File: src/rtl/lsu_subword_master.sv
// Load/store initiator: turns byte/half/word requests into whole-word memory cycles.
// Optional trace of memory writes is compiled in when LSU_TRACE_EN is defined.
module lsu_subword_master #(
  parameter int MEM_WORDS = 3072,
  parameter int ADDR_W    = 32
) (
  input  logic              clk,
  input  logic              reset,
  input  logic              req_valid,
  output logic              req_ready,
  input  logic              req_we,
  input  logic [1:0]        req_size,
  input  logic              req_sign,
  input  logic [ADDR_W-1:0] req_addr,
  input  logic [31:0]       req_wdata,
  input  logic [31:0]       req_pc,
  output logic              resp_valid,
  output logic [31:0]       resp_rdata,
  output logic              resp_err,
  output logic [ADDR_W-1:0] mem_addr,
  output logic [31:0]       mem_wd,
  output logic              mem_we,
  input  logic [31:0]       mem_rd
);

  // state | meaning
  // IDLE  | waiting for a request, req_ready high
  // READ  | fetch target word into rbuf (loads and sub-word stores)
  // WRITE | write merged or full word to memory
  // RESP  | one-cycle completion pulse
  typedef enum logic [1:0] {IDLE, READ, WRITE, RESP} state_t;

  localparam logic [ADDR_W-1:0] WORD_LIMIT = ADDR_W'(MEM_WORDS);

  state_t            state, state_nx;
  logic              we_q, sign_q, err_q;
  logic [1:0]        size_q;
  logic [ADDR_W-1:0] addr_q;
  logic [31:0]       wdata_q, rbuf;
  logic              accept, req_err;
  logic [31:0]       merged, load_val;
  logic [7:0]        lane_b;
  logic [15:0]       lane_h;

  assign req_ready = (state == IDLE) && reset;
  assign accept    = req_valid && req_ready;

  always_comb begin
    req_err = (req_size == 2'b11)
           || (req_size == 2'b01 && req_addr[0])
           || (req_size == 2'b10 && req_addr[1:0] != 2'b00)
           || ((req_addr >> 2) >= WORD_LIMIT);
  end

  always_comb begin
    state_nx = state;
    case (state)
      IDLE: begin
        if (accept) begin
          if (req_err)                           state_nx = RESP;
          else if (req_we && req_size == 2'b10)  state_nx = WRITE;
          else                                   state_nx = READ;
        end
      end
      READ:    state_nx = we_q ? WRITE : RESP;
      WRITE:   state_nx = RESP;
      RESP:    state_nx = IDLE;
      default: state_nx = IDLE;
    endcase
  end

  always_ff @(posedge clk) begin
    if (!reset) begin
      state   <= IDLE;
      we_q    <= 1'b0;
      sign_q  <= 1'b0;
      err_q   <= 1'b0;
      size_q  <= 2'b00;
      addr_q  <= '0;
      wdata_q <= '0;
      rbuf    <= '0;
    end else begin
      state <= state_nx;
      if (accept) begin
        we_q    <= req_we;
        sign_q  <= req_sign;
        err_q   <= req_err;
        size_q  <= req_size;
        addr_q  <= req_addr;
        wdata_q <= req_wdata;
      end
      if (state == READ) rbuf <= mem_rd;
    end
  end

  // Little-endian lanes: byte k lives at bits [8k+7:8k].
  always_comb begin
    merged = rbuf;
    case (size_q)
      2'b00:   merged[{addr_q[1:0], 3'b000} +: 8] = wdata_q[7:0];
      2'b01:   merged[{addr_q[1], 4'b0000} +: 16] = wdata_q[15:0];
      default: merged = wdata_q;
    endcase
  end

  always_comb begin
    lane_b = rbuf[{addr_q[1:0], 3'b000} +: 8];
    lane_h = rbuf[{addr_q[1], 4'b0000} +: 16];
    case (size_q)
      2'b00:   load_val = {{24{sign_q & lane_b[7]}}, lane_b};
      2'b01:   load_val = {{16{sign_q & lane_h[15]}}, lane_h};
      default: load_val = rbuf;
    endcase
  end

  always_comb begin
    mem_addr   = (state == READ || state == WRITE) ? {addr_q[ADDR_W-1:2], 2'b00} : '0;
    mem_we     = (state == WRITE) && reset;
    mem_wd     = (state == WRITE) ? merged : '0;
    resp_valid = (state == RESP);
    resp_err   = (state == RESP) && err_q;
    resp_rdata = (state == RESP && !we_q && !err_q) ? load_val : '0;
  end

`ifdef LSU_TRACE_EN
  logic [31:0] pc_q;

  always_ff @(posedge clk) begin
    if (!reset)      pc_q <= '0;
    else if (accept) pc_q <= req_pc;
  end

  always_ff @(posedge clk) begin
    if (mem_we) $display("@%h: *%h <= %h", pc_q, mem_addr, mem_wd);
  end
`else
  logic unused_pc;
  assign unused_pc = ^req_pc;
`endif

endmodule
File: config.mk
export PLATFORM = sky130hd
export DESIGN_NAME = lsu_subword_master
export DESIGN_NICKNAME = d
export VERILOG_FILES = /design/src/rtl/lsu_subword_master.sv
export SDC_FILE = /design/constraint.sdc
export NUM_CORES = 1
export LEC_CHECK = 0
export BUFFER_PORTS_ARGS = -buffer_cell sky130_fd_sc_hd__buf_2
export CORE_ASPECT_RATIO = 1.4
export CORE_MARGIN = 2
export CORE_UTILIZATION = 51
export CTS_BUF_LIST = sky130_fd_sc_hd__clkbuf_4
export DETAILED_ROUTE_END_ITERATION = 7
export GPL_TIMING_DRIVEN = 0
export PLACE_DENSITY = 0.87
export SYNTH_ARGS = -nofsm -noshare
export SYNTH_HDL_FRONTEND = slang
export SYNTH_SLANG_ARGS = --single-unit
File: constraint.sdc
create_clock -name clk -period 2.35 [get_ports clk]
set_input_delay 0.235 -clock clk [delete_from_list [all_inputs] [get_ports clk]]
set_output_delay 0.235 -clock clk [all_outputs]
set_load 0.02 [all_outputs]
==> out/qor.yml <==
worst_hold_path:
  timing.hold.worst.class: "in2reg"
floorplanning:
  chipWidth_um: 95.4
  row_count: 46
  dieArea_um2: 12600
  core_area_um2: 11400
  io_pins: 235
  initial_core_util_pct: 52.3
  die_h_um: 132
synthesis:
  synth-seq-area-share_pct: 34.6
  synth_warnings: 0
  synth.top_cell.area_share_pct: 34.6
  synthFlopType: "dfxtp_1"
  synth-edff-count: 0
  synth_area_leaders: "dfxtp_1, nand2_1, mux2i_1"
  async_reset_ff_share_pct: 0
  ys_seq_elements: 103
  yosysUniqueCellTypes: 42
  synth_top_area_cell: "dfxtp_1"
  netlist_area_um2: 5960
  synth.avg_cell_area_um2: 7.69
  syn_inst: 775
cells_and_area:
  final_nets: 1226
  antennaDiodeCount: 0
  seqCellArea_um2: 2070
  finish.utilization_pct: 79.3
  final_area_um2: 9040
  fillers: 678
  multi_input_area_um2: 4040
  syn_to_final_growth_pct: 51.5
  layoutNonFillerInstCount: 1230
  drive_above_1_share_pct: 33.7
detailed_routing:
  wire_per_inst_um: 23.1
  vias: 7957
  vias_per_cell: 6.47
  drc: 1
  final_antenna_net_count: 0
  drt_wl_total_um: 28400
  drtIter0Drc: 1114
  first_pass_iters: 8
place:
  place_inst: 1120
  place_congestion: 0.966
  port-buffer-count: 200
  place_hpwl_um: 15400
  post_dp_cell_area_um2: 7170
run:
  max-cap-violations: 0
worst_setup_path:
  crit_path_start_kind: "flip-flop"
  crit_type: "reg2out"
  worstPathArrival_ns: 2.68
  critPathRequiredTime_ns: 2.12
  path_max_fanout: 8
  endpoint_kind: "primary output"
power:
  peakVddDrop_mv: 0.531
  leakage_nw: 3.62
  power.density_nw_per_um2: 901
timing:
  slew_viol_final: 0
  finClkSkew_ns: 0.0268
  rsz0062_at_grt: "true"
  tns_ns: -17.93
  hold_violations: 0
  min_period_ns: 2.92
  post-route-period-util_pct: 124
  slew_headroom_pct: 58.8
  worst_pin_slew_ns: 0.618
  worst_slack_ns: -0.565
  max_clock_freq_ghz: 0.343
  setup_violations: 63
clock_tree:
  cts_buffers: 9
  clk_pin_slew_worst_paths_ns: 0.19
  cts_tree: "built"
  cts_buffer_depth: 2
  clock-sinks: 103
  cts_root_buf: "clkbuf_4"
  clk_latency_ns: 0.50
  h-tree-depth: 3
grt:
  overflow: 0
  antenna_found_initial: 1
  grt_pass1_wl_um: 38700
  grt_max_degree: 19
  grt_pass1_vias: 7380
  track_usage_pct: 39.6
run_status:
  violations: "DRC, setup timing"
  status: "finished, violations left"
-- what timing repair did --
item | in CTS | in global routing
endpoints found under the setup margin | 64 | 94
cloned | 0 | 1
resized for setup | 141 | 89
hold endpoints to repair | 73 | 0
hold buffers | 73 | 0
buffers inserted | 14 | 8
pin swaps | 17 | 16
-- synthesized netlist by cell type, types with 2 or more instances --
cell type and n:
o211ai_1 4, nor2_1 29, mux2i_1 51, o21ai_0 77, nand2b_1 5, a221oi_1 8, nand2_1 171, nor4bb_1 2
ha_1 10, nor4_1 4, a22oi_1 32, a22o_1 16, nand3_1 3, a21oi_2 2, buf_2 17, nor3_1 23
and3_1 2, and2_1 33, inv_1 15, clkbuf_1 38, dfxtp_1 103, a21boi_0 8, o22ai_1 7, a21oi_1 18
buf_4 6, a221o_1 16, nor2b_1 58, buf_6 3
-- stage by stage --
step / total power [W] / worst slack (ns) / hold slack [ns]
6_report: 0.00815 / -0.565 / 0.00201
5_1_grt: 0.00839 / -0.611 / 0.0177
4_1_cts: 0.00735 / -0.384 / 0.000921
3_5_place_dp: 0.00581 / -0.264 / 0.435
3_3_place_gp: 0.00574 / -0.233 / 0.430
2_1_floorplan: 0.00481 / 0.0322 / 0.344
-- registers in the layout (all words and copies together) (netlist names) --
signal and count:
addr_q 32, rbuf 32, wdata_q 32, size_q 2, state 2, err_q 1, sign_q 1, we_q 1
-- area by class of cell --
class / count / share of cell area (%)
Multi-Input combinational cell: 591 / 44.8
Timing Repair Buffer: 295 / 23.9
Sequential cell: 103 / 22.9
Buffer: 64 / 3.93
Tap cell: 144 / 1.99
Inverter: 17 / 0.886
Clock inverter: 6 / 0.858
Clock buffer: 10 / 0.831
-- layout by cell type (no fill, tap or decap), types with 6 or more instances in the layout --
cell | Yosys | layout
nand2_1 | 171 | 167
buf_2 | 17 | 158
dfxtp_1 | 103 | 100
dlygate4sd3_1 | 0 | 73
o21ai_0 | 77 | 69
buf_4 | 6 | 61
nor2b_1 | 58 | 50
mux2i_1 | 51 | 49
and2_1 | 33 | 33
nor2_1 | 29 | 28
clkbuf_1 | 38 | 28
buf_6 | 3 | 26
a21oi_1 | 18 | 18
a22oi_1 | 32 | 17
a221o_1 | 16 | 16
a22o_1 | 16 | 16
nor3_2 | 1 | 15
a22oi_2 | 0 | 15
inv_1 | 15 | 14
clkbuf_4 | 0 | 11
a21boi_2 | 0 | 8
nor2b_2 | 0 | 8
o21ai_2 | 0 | 6
ha_1 | 10 | 6
-- logic make-up (layout without fill, tap and decap cells) --
group | after synthesis | count (layout) | synth area share, %
other | 1 | 2 | 0.0629
AO/OA/AOI/OAI | 193 | 193 | 21.9
adder cells (fa/ha/maj) | 10 | 10 | 2.10
AND/OR/NAND/NOR | 335 | 335 | 26.6
flip-flops | 103 | 103 | 34.6
multiplexers | 51 | 51 | 8.56
buffers and inverters | 82 | 392 | 6.27
-- layer usage --
metal / share of wire [%] / track usage [%] / wire length (um) / vias to the layer above
met5: 0 / 0 / 0 / -
met4: 12 / 28.4 / 3300 / 0
met3: 12 / 10.3 / 3550 / 327
met2: 45 / 65.3 / 12800 / 789
met1: 31 / 42.7 / 8750 / 3552
li1: - / - / - / 3289
-- worst paths after layout --
kind                                 start   endpoint  slack, ns  cells past startpoint
worst max-delay path             addr_q[0]  mem_wd[6]      -0.57                      9
worst max register to register    state[1]  addr_q[5]       0.34                      8
worst min-delay path            mem_rd[25]   rbuf[25]      0.002                      3
worst min register to register   addr_q[8]  addr_q[8]       0.47                      2
-- power by group --
group / internal (W) / switching [W] / total, W
Combinational: 0.00180 / 0.00263 / 0.00443
Clock: 0.000357 / 0.000669 / 0.00103
Sequential: 0.00213 / 0.000560 / 0.00269
-- worst max-delay path, cell delays in order (launching register included) --
cell and delay [ns]:
dfxtp_2 0.38, buf_6 0.11, clkinvlp_4 0.18, ha_4 0.29, or3b_4 0.39, a32oi_4 0.21
buf_12 0.17, a22oi_2 0.07, nor2b_2 0.22, buf_6 0.15
Power figures use the tool's default switching activity.
